**config.mk**
```make
export PLATFORM = sky130hd
export DESIGN_NAME = seq_divider_8by4
export DESIGN_NICKNAME = d
export VERILOG_FILES = /design/src/rtl/seq_divider_8by4.sv
export SDC_FILE = /design/constraint.sdc
export NUM_CORES = 1
export LEC_CHECK = 0
export CORE_ASPECT_RATIO = 1.1
export CORE_MARGIN = 3
export CORE_UTILIZATION = 25
export CTS_BUF_LIST = sky130_fd_sc_hd__clkbuf_8 sky130_fd_sc_hd__clkbuf_16
export CTS_CLUSTER_DIAMETER = 60
export DETAILED_ROUTE_END_ITERATION = 10
export PLACE_DENSITY_LB_ADDON = 0.15
export SYNTH_ARGS = -nofsm -noshare
export SYNTH_HDL_FRONTEND = slang
export SYNTH_SLANG_ARGS = --single-unit
```
**constraint.sdc**
```tcl
create_clock -name clk -period 3.5 [get_ports clk]
set_clock_uncertainty 0.2 [all_clocks]
set_input_delay 0.7 -clock clk [delete_from_list [all_inputs] [get_ports clk]]
set_output_delay 0.7 -clock clk [all_outputs]
set_load 0.05 [all_outputs]
```
**src/rtl/seq_divider_8by4.sv**
```systemverilog
// Iterative unsigned restoring divider: WIDTH_N-bit dividend by WIDTH_D-bit divisor,
// one quotient bit per clock behind a start/busy/done handshake.
module seq_divider_8by4 #(
    parameter int WIDTH_N = 8,
    parameter int WIDTH_D = 4
) (
    input  logic               clk,
    input  logic               rst,
    input  logic               start,
    input  logic [WIDTH_N-1:0] dividend,
    input  logic [WIDTH_D-1:0] divisor,
    output logic               busy,
    output logic               done,
    output logic [WIDTH_N-1:0] quotient,
    output logic [WIDTH_D-1:0] remainder,
    output logic               div_by_zero
);
    localparam int CNT_W = (WIDTH_N > 1) ? $clog2(WIDTH_N) : 1;
    localparam logic [CNT_W-1:0] LAST_CNT = CNT_W'(WIDTH_N - 1);

    typedef enum logic [1:0] {IDLE, RUN, DONE} state_t;

    state_t             state_q, state_d;
    logic [WIDTH_N-1:0] dvd_q, dvd_d;
    logic [WIDTH_D-1:0] dvs_q, dvs_d;
    logic [WIDTH_D-1:0] pr_q, pr_d;
    logic [WIDTH_N-1:0] q_q, q_d;
    logic [CNT_W-1:0]   cnt_q, cnt_d;
    logic               zero_q, zero_d;
    logic               busy_q, busy_d;
    logic               done_q, done_d;
    logic [WIDTH_N-1:0] quotient_q, quotient_d;
    logic [WIDTH_D-1:0] remainder_q, remainder_d;
    logic               dbz_q, dbz_d;

    logic               accept;
    logic [WIDTH_D:0]   pr_shift;
    logic               ge;
    logic [WIDTH_D-1:0] pr_next;
    logic [WIDTH_N-1:0] q_next;

    always_comb begin
        state_d     = state_q;
        dvd_d       = dvd_q;
        dvs_d       = dvs_q;
        pr_d        = pr_q;
        q_d         = q_q;
        cnt_d       = cnt_q;
        zero_d      = zero_q;
        busy_d      = 1'b0;
        done_d      = 1'b0;
        quotient_d  = quotient_q;
        remainder_d = remainder_q;
        dbz_d       = dbz_q;

        accept   = start && (state_q != RUN);
        // After each step PR < divisor, so only the shifted-in value needs the extra bit.
        pr_shift = {pr_q, dvd_q[WIDTH_N-1]};
        ge       = (pr_shift >= {1'b0, dvs_q});
        pr_next  = ge ? WIDTH_D'(pr_shift - {1'b0, dvs_q}) : pr_shift[WIDTH_D-1:0];
        q_next   = {q_q[WIDTH_N-2:0], ge};

        if (accept) begin
            state_d = RUN;
            dvd_d   = dividend;
            dvs_d   = divisor;
            pr_d    = '0;
            q_d     = '0;
            cnt_d   = '0;
            dbz_d   = 1'b0;
            zero_d  = (divisor == '0);
            busy_d  = (divisor != '0);
        end else if (state_q == RUN) begin
            if (zero_q) begin
                // Zero divisor: one silent cycle, then report without iterating.
                state_d     = DONE;
                done_d      = 1'b1;
                zero_d      = 1'b0;
                quotient_d  = '1;
                remainder_d = '0;
                dbz_d       = 1'b1;
            end else begin
                pr_d  = pr_next;
                q_d   = q_next;
                dvd_d = dvd_q << 1;
                cnt_d = cnt_q + 1'b1;
                if (cnt_q == LAST_CNT) begin
                    state_d     = DONE;
                    done_d      = 1'b1;
                    quotient_d  = q_next;
                    remainder_d = pr_next;
                end else begin
                    busy_d = 1'b1;
                end
            end
        end else if (state_q == DONE) begin
            state_d = IDLE;
        end
    end

    always_ff @(posedge clk) begin
        if (rst) begin
            state_q     <= IDLE;
            dvd_q       <= '0;
            dvs_q       <= '0;
            pr_q        <= '0;
            q_q         <= '0;
            cnt_q       <= '0;
            zero_q      <= 1'b0;
            busy_q      <= 1'b0;
            done_q      <= 1'b0;
            quotient_q  <= '0;
            remainder_q <= '0;
            dbz_q       <= 1'b0;
        end else begin
            state_q     <= state_d;
            dvd_q       <= dvd_d;
            dvs_q       <= dvs_d;
            pr_q        <= pr_d;
            q_q         <= q_d;
            cnt_q       <= cnt_d;
            zero_q      <= zero_d;
            busy_q      <= busy_d;
            done_q      <= done_d;
            quotient_q  <= quotient_d;
            remainder_q <= remainder_d;
            dbz_q       <= dbz_d;
        end
    end

    assign busy        = busy_q;
    assign done        = done_q;
    assign quotient    = quotient_q;
    assign remainder   = remainder_q;
    assign div_by_zero = dbz_q;
endmodule
```
==> results of run 1 <==
worst register-to-register path: cells and delay by family (launching register included):
| kind | cells | cell delay (ns) |
|---|---|---|
| simple gates | 1 | 0.19 |
| compound gates | 4 | 1.00 |
| fa+ha+maj | 1 | 0.33 |
| flops | 1 | 0.33 |
| buf+inv | 1 | 0.06 |
worst max-delay path by stage:
stage,start,end,slack (ns)
floorplan,dvd_q[7],remainder[0],1.44
global placement,start,pr_q[2],0.78
detailed placement,start,pr_q[2],0.71
CTS,start,pr_q[2],1.02
global route,start,pr_q[2],0.94
finish,start,pr_q[2],1.07
stage by stage:
step                setup slack, ns  hold WS (ns)
global placement              0.784         0.243
detailed placement            0.714         0.250
CTS                            1.02         0.265
finish                         1.07         0.260
global route                  0.939         0.280
floorplan                      1.44         0.236
logic make-up (layout without fill, tap and decap cells):
kind of cell	Yosys count	after routing	synth area share (%)
AO/OA/AOI/OAI	54	54	19.6
flip-flops	44	44	46.2
multiplexers	5	5	2.89
XOR/XNOR	3	3	1.38
adder cells (fa/ha/maj)	9	9	6.30
buffers and inverters	20	47	4.07
AND/OR/NAND/NOR	87	87	19.6
synth_stat cells:
cell                        count
sky130_fd_sc_hd__inv_1          7
sky130_fd_sc_hd__and2_1         1
sky130_fd_sc_hd__o31ai_4        1
sky130_fd_sc_hd__o21ai_0        9
sky130_fd_sc_hd__a2111oi_4      1
sky130_fd_sc_hd__nor2b_1        5
sky130_fd_sc_hd__a21oi_1       18
sky130_fd_sc_hd__o22ai_1        8
sky130_fd_sc_hd__xor2_1         2
sky130_fd_sc_hd__o31ai_1        3
sky130_fd_sc_hd__a211o_1        1
sky130_fd_sc_hd__o21ai_1        1
sky130_fd_sc_hd__a21o_2         1
sky130_fd_sc_hd__nor4_1         1
sky130_fd_sc_hd__a311oi_1       6
sky130_fd_sc_hd__o211a_1        1
sky130_fd_sc_hd__xnor2_1        1
sky130_fd_sc_hd__dfxtp_1       44
sky130_fd_sc_hd__nand2b_1       6
sky130_fd_sc_hd__nor2_1        23
sky130_fd_sc_hd__ha_1           8
sky130_fd_sc_hd__buf_2          2
sky130_fd_sc_hd__nand2_1       43
sky130_fd_sc_hd__nor3_1         4
sky130_fd_sc_hd__nand3_1        2
sky130_fd_sc_hd__or2_4          1
sky130_fd_sc_hd__mux2i_1        4
sky130_fd_sc_hd__nand4_1        1
sky130_fd_sc_hd__mux2_4         1
sky130_fd_sc_hd__clkbuf_1       9
sky130_fd_sc_hd__a21oi_2        1
sky130_fd_sc_hd__a211oi_1       2
sky130_fd_sc_hd__a221oi_1       1
sky130_fd_sc_hd__buf_1          2
sky130_fd_sc_hd__fa_1           1
flip-flops by register name, indices dropped and copies added (netlist names):
register	count
q_q	7
busy	1
cnt_q	3
dvd_q	8
div_by_zero	1
remainder	4
state_q	2
zero_q	1
done	1
dvs_q	4
quotient	8
pr_q	4
layer usage:
metal  global-route usage (%)  share of wire (%)
met5                        0                  0
met4                     4.47                1.9
met3                     2.29                2.8
met2                     17.5                 48
met1                     14.3                 47
layout make-up:
| cell class | instances | area (µm²) | share of cell area, % |
|---|---|---|---|
| sequential | 44 | 881 | 37.2 |
| timing repair buffer | 32 | 313 | 13.2 |
| clock buffer | 6 | 82.6 | 3.48 |
| multi-input combinational | 158 | 950 | 40.1 |
| clock inverter | 2 | 11.3 | 0.475 |
| tap | 85 | 106 | 4.49 |
| inverter | 7 | 26.3 | 1.11 |
power breakdown:
part / internal [mW] / leakage (nW) / switching [mW]
combinational: 0.0758 / 0.448 / 0.103
sequential: 0.519 / 0.358 / 0.0116
clock: 0.158 / 0.0486 / 0.174
total: 0.753 / 0.854 / 0.289
==> flow_summary.rst, run 1 <==
.. list-table::
   :header-rows: 1

   * - Metric
     - Value
   * - CP delay by family, top
     - simple AND/OR/NAND/NOR gates
   * - Port Buffer Count
     - 29
   * - Worst hold path cell count
     - 2
   * - Fin util
     - 32.9%
   * - Final non-filler cell total
     - 334
   * - Sequential share of the synthesized area
     - 46.2%
   * - Count of nets after finishing
     - 272
   * - Initial core utilization
     - between 20% and 30%
   * - Number of DRC markers after the initial detailed-route iteration
     - 75
   * - Vias in the first global route
     - 1542
   * - Critical path data required time
     - ~3.5 ns
   * - Most frequent cells in the layout
     - sky130_fd_sc_hd__dfxtp_1 (44), sky130_fd_sc_hd__nand2_1 (43), sky130_fd_sc_hd__clkdlybuf4s50_1 (29)
   * - Number of endpoints with negative hold slack in the final report
     - 0
   * - Antenna violations before repair
     - 0
   * - Arrival time reported for the critical path endpoint
     - 2.41 ns
   * - Post-cts repair resize count
     - 0
   * - Cell Count Post-Placement
     - 326
   * - Chip height
     - between 90 and 100 µm
   * - Largest buffer count on any clock path
     - 2
   * - Max-slew violations
     - 0
   * - Vias/cell
     - 4.72
   * - Destination of the worst register-to-register timing path
     - pr_q[2]
   * - Avg Inst Size Synth
     - 8.59 µm²
   * - Insertion delay to the later sink of the worst-skew pair
     - 0.30 ns
   * - Layout filler cell count
     - 794
   * - Cell accounting for the most synthesized area
     - sky130_fd_sc_hd__dfxtp_1
   * - Synthesis-to-finish area growth
     - 24.2%
   * - Cell depth of the worst flop-to-flop path
     - 7
   * - Gate Count Post-Synth
     - 222
   * - All-Layer GR Usage
     - 11.0%
   * - Final antenna diode count
     - 0
   * - Hold Path End
     - dvs_q[1]
   * - Cts bufs inserted
     - 5
   * - Yosys warns
     - 0
   * - Post-synthesis instance area
     - 0.00191 mm²
   * - Post-detailed-placement half-perimeter wirelength
     - about 3200 µm
   * - Maximum capacitance violations
     - 0
   * - VDD IR max
     - ~160 µV
   * - Wire length after detailed routing
     - 4470 µm
   * - Die Area
     - 0.00872 mm²
   * - Transition time at the pin with the least slew margin
     - around 0.76 ns
   * - Clk sink count
     - 44
   * - # H-tree levels
     - 2
   * - Depth of the critical timing path with buffers and inverters included
     - 5
   * - Cell Rows
     - 32
   * - Highest fanout seen on the critical path
     - 10
   * - Area share of the largest cell type after synthesis
     - 46.2%
   * - Leading cell type in the layout, fill and taps excluded
     - sky130_fd_sc_hd__dfxtp_1
   * - Boundary pin count
     - 30
   * - Worst setup slack for register-to-register paths
     - ~1.3 ns
   * - Hold-fix buffers, CTS
     - 0
   * - Post-synth net total
     - 246
   * - Final ANT Viol Nets
     - 0
   * - Number of buffers and inverters on the critical path
     - 1
   * - Category of the worst setup path launch point
     - primary input
   * - Number of iterations in the first detailed-routing pass
     - 4
   * - Clock period minus final worst setup slack
     - around 2.4 ns
   * - Number of unique standard cell types used by synthesis
     - 35
   * - Achievable frequency
     - roughly 0.4 GHz
   * - Overflow left after global routing
     - 0
   * - Slowest stage cell, crit path
     - sky130_fd_sc_hd__nor2b_1
   * - Cell at the root of the clock tree
     - sky130_fd_sc_hd__clkbuf_8
   * - Critical path's largest stage delay
     - around 0.65 ns
   * - Largest net degree at the start of global routing
     - 22
   * - Worst Setup Path Type
     - in2reg
   * - Share of layout cells above drive strength 1
     - 6.43%
   * - Floorplan core area
     - 0.00721 mm²
   * - Class of the tightest hold or removal check
     - reg2reg
   * - Die boundary width
     - just under 90 µm
   * - Leak pwr
     - around 0.85 nW
   * - Post-detailed-route DRC marker count
     - 0
   * - #FFs+latches synth
     - 44
   * - Result of the run
     - finished clean
   * - Final Setup Violations
     - 0
   * - Post-placement cell area
     - between 0.002 and 0.0025 mm²
   * - Per-cell routed wire length
     - 13.4 µm
   * - Ratio of total power to cell area
     - ~440 mW/mm²
   * - Weighted congestion reported at the end of routability-driven placement
     - a little over 0.7
   * - Vias
     - roughly 1600
   * - Post-CTS Repair Setup Buffers
     - 0
   * - Total chip power
     - 1.04 mW
   * - Clock Pin Slew Worst Setup and Hold Paths
     - 0.08 ns
   * - Main area contributors after synthesis
     - sky130_fd_sc_hd__dfxtp_1 (46%), sky130_fd_sc_hd__nand2_1 (8.5%), sky130_fd_sc_hd__ha_1 (5.2%), sky130_fd_sc_hd__a21oi_1 (4.7%), sky130_fd_sc_hd__nor2_1 (4.5%)
   * - Setup repair after global routing missed its margin
     - no
   * - Worst hold path startpoint
     - dvs_q[1]
   * - FF-to-FF Start
     - dvd_q[7]
   * - Layout Cell Area excl Fill
     - 0.00237 mm²
   * - Period utilization
     - 69.5%
   * - Worst slew margin relative to its limit
     - 49.1%
   * - TritonCTS clock tree
     - done
   * - Kind of end point of the critical path
     - register
   * - Critical path, cell by cell
     - clkdlybuf4s50_1 -> nor2b_1 -> nor2_1 -> nand3_1 -> o21ai_0
   * - Post-route setup TNS
     - 0 ns
   * - Wire length of the first global-routing pass
     - 7530 µm
Power figures use the tool's default switching activity.
==> run 2: changes to the inputs <==
==> constraint.sdc (replaced) <==
create_clock -name clk -period 2.4 [get_ports clk]
set_clock_uncertainty 0.2 [all_clocks]
set_input_delay 0.48 -clock clk [delete_from_list [all_inputs] [get_ports clk]]
set_output_delay 0.48 -clock clk [all_outputs]
set_load 0.05 [all_outputs]
==> run 2 against run 1 <==
Against the previous run: clock-buffer cell count down 1; setup slack worse by 0.86 ns; cell count up 1.8%; via count up 2.9%; clock power up 96%; design area up 3.7%; combinational power up 51%; sequential share of layout area down 1.3 points; largest cell class unchanged; non-clock buffer count up 7.
==> flow_summary.rst, run 2 (synthesized netlist as in run 1, its figures left out) <==
.. list-table::
   :header-rows: 1

   * - Metric
     - Value
   * - Vias in the first global route
     - 1545
   * - Category of the worst setup path launch point
     - register
   * - Most frequent cells in the layout
     - sky130_fd_sc_hd__dfxtp_1 (44), sky130_fd_sc_hd__nand2_1 (43), sky130_fd_sc_hd__clkdlybuf4s50_1 (29)
   * - # H-tree levels
     - 2
   * - Achievable frequency
     - around 0.46 GHz
   * - Floorplan core area
     - 0.00721 mm²
   * - Maximum capacitance violations
     - 0
   * - Clock period minus final worst setup slack
     - 2.19 ns
   * - Kind of end point of the critical path
     - register
   * - Final antenna diode count
     - 0
   * - Antenna violations before repair
     - 0
   * - Share of layout cells above drive strength 1
     - approximately 9%
   * - Number of iterations in the first detailed-routing pass
     - 4
   * - Hold-fix buffers, CTS
     - 0
   * - Boundary pin count
     - 30
   * - Post-detailed-route DRC marker count
     - 0
   * - Cell at the root of the clock tree
     - sky130_fd_sc_hd__clkbuf_8
   * - Max-slew violations
     - 0
   * - Overflow left after global routing
     - 0
   * - Worst Setup Path Type
     - reg2reg
   * - Leak pwr
     - 0.904 nW
   * - Ratio of total power to cell area
     - 690 mW/mm²
   * - Weighted congestion reported at the end of routability-driven placement
     - 0.732
   * - Wire length after detailed routing
     - between 4000 and 5000 µm
   * - Post-route setup TNS
     - 0 ns
   * - Clk sink count
     - 44
   * - Chip height
     - 97.6 µm
   * - Class of the tightest hold or removal check
     - reg2reg
   * - Number of endpoints with negative hold slack in the final report
     - 0
   * - Worst slew margin relative to its limit
     - 63.7%
   * - Port Buffer Count
     - 29
   * - Count of nets after finishing
     - around 280
   * - Vias
     - 1622
   * - Post-CTS Repair Setup Buffers
     - 0
   * - Wire length of the first global-routing pass
     - 7580 µm
   * - Post-cts repair resize count
     - 0
   * - Largest net degree at the start of global routing
     - 16
   * - Worst setup slack for register-to-register paths
     - roughly 0.21 ns
   * - Cts bufs inserted
     - 5
   * - Clock Pin Slew Worst Setup and Hold Paths
     - around 0.08 ns
   * - Critical path data required time
     - approximately 2.4 ns
   * - Highest fanout seen on the critical path
     - 3
   * - Die boundary width
     - 89.3 µm
   * - Fin util
     - about a third
   * - Vias/cell
     - 4.77
   * - Arrival time reported for the critical path endpoint
     - 2.20 ns
   * - Period utilization
     - between 90 and 100%
   * - TritonCTS clock tree
     - done
   * - Final ANT Viol Nets
     - 0
   * - Final Setup Violations
     - 0
   * - Setup repair after global routing missed its margin
     - no
   * - Cell Rows
     - 32
   * - Synthesis-to-finish area growth
     - 28.8%
   * - All-Layer GR Usage
     - about 11%
   * - Result of the run
     - finished clean
   * - Per-cell routed wire length
     - between 10 and 15 µm
   * - Die Area
     - 0.00872 mm²
   * - Initial core utilization
     - 26.5%
   * - Leading cell type in the layout, fill and taps excluded
     - sky130_fd_sc_hd__dfxtp_1
   * - Number of DRC markers after the initial detailed-route iteration
     - 52
   * - Transition time at the pin with the least slew margin
     - 0.544 ns
   * - VDD IR max
     - 318 µV
   * - Post-detailed-placement half-perimeter wirelength
     - 3410 µm
   * - Largest buffer count on any clock path
     - 2
   * - Insertion delay to the later sink of the worst-skew pair
     - 0.29 ns
[run 2: final timing paths]
check / start / endpoint / cells after the start
max reg2reg: dvd_q[7] / remainder[0] / 7
min: cnt_q[1] / cnt_q[1] / 2
min reg2reg: cnt_q[1] / cnt_q[1] / 2
max: dvd_q[7] / remainder[0] / 7
[run 2: area by class of cell]
class,count,area (µm²)
clock buffers,5,68.8
clock inverters,2,60.1
fillers,768,4750
inverters,7,26.3
multi-input cells,158,950
flip-flops and latches,44,881
well taps,85,106
repair buffers,39,365
[run 2: worst max-delay path, cell delays in order (launching register included)]
cell and delay [ns]:
sky130_fd_sc_hd__dfxtp_1 0.33, sky130_fd_sc_hd__inv_1 0.06, sky130_fd_sc_hd__ha_1 0.32, sky130_fd_sc_hd__nand2b_1 0.19, sky130_fd_sc_hd__a2111oi_4 0.42, sky130_fd_sc_hd__a21oi_2 0.10, sky130_fd_sc_hd__mux2_4 0.34, sky130_fd_sc_hd__o31ai_4 0.15
[run 2: layer usage]
| layer | part of all wire (%) | routed length [µm] | global-route usage (%) |
|---|---|---|---|
| met1 | 48 | 2190 | 15.4 |
| met2 | 48 | 2190 | 16.8 |
| met3 | 2.3 | 106 | 2.04 |
| met4 | 1.8 | 83 | 4.47 |
| met5 | 0 | 0 | 0 |
[run 2: per-stage QoR]
stage | instances | worst slack (ns) | cell area [µm²] | hold slack (ns) | total power, mW
after global routing | 340 | 0.0429 | 2460 | 0.292 | 1.79
final | 340 | 0.211 | 2460 | 0.262 | 1.70
after global placement | 333 | 0.256 | 2330 | 0.247 | 1.07
after CTS | 340 | 0.199 | 2460 | 0.268 | 1.72
after detailed placement | 333 | 0.214 | 2330 | 0.257 | 1.07
after floorplan | 222 | 0.335 | 1910 | 0.236 | 0.974
[run 2: where the power goes]
part           internal, mW  total [mW]  leakage, nW  switching, mW
Combinational         0.121       0.271        0.482          0.151
Sequential            0.757       0.775        0.358         0.0176
Clock                 0.410       0.650       0.0642          0.241
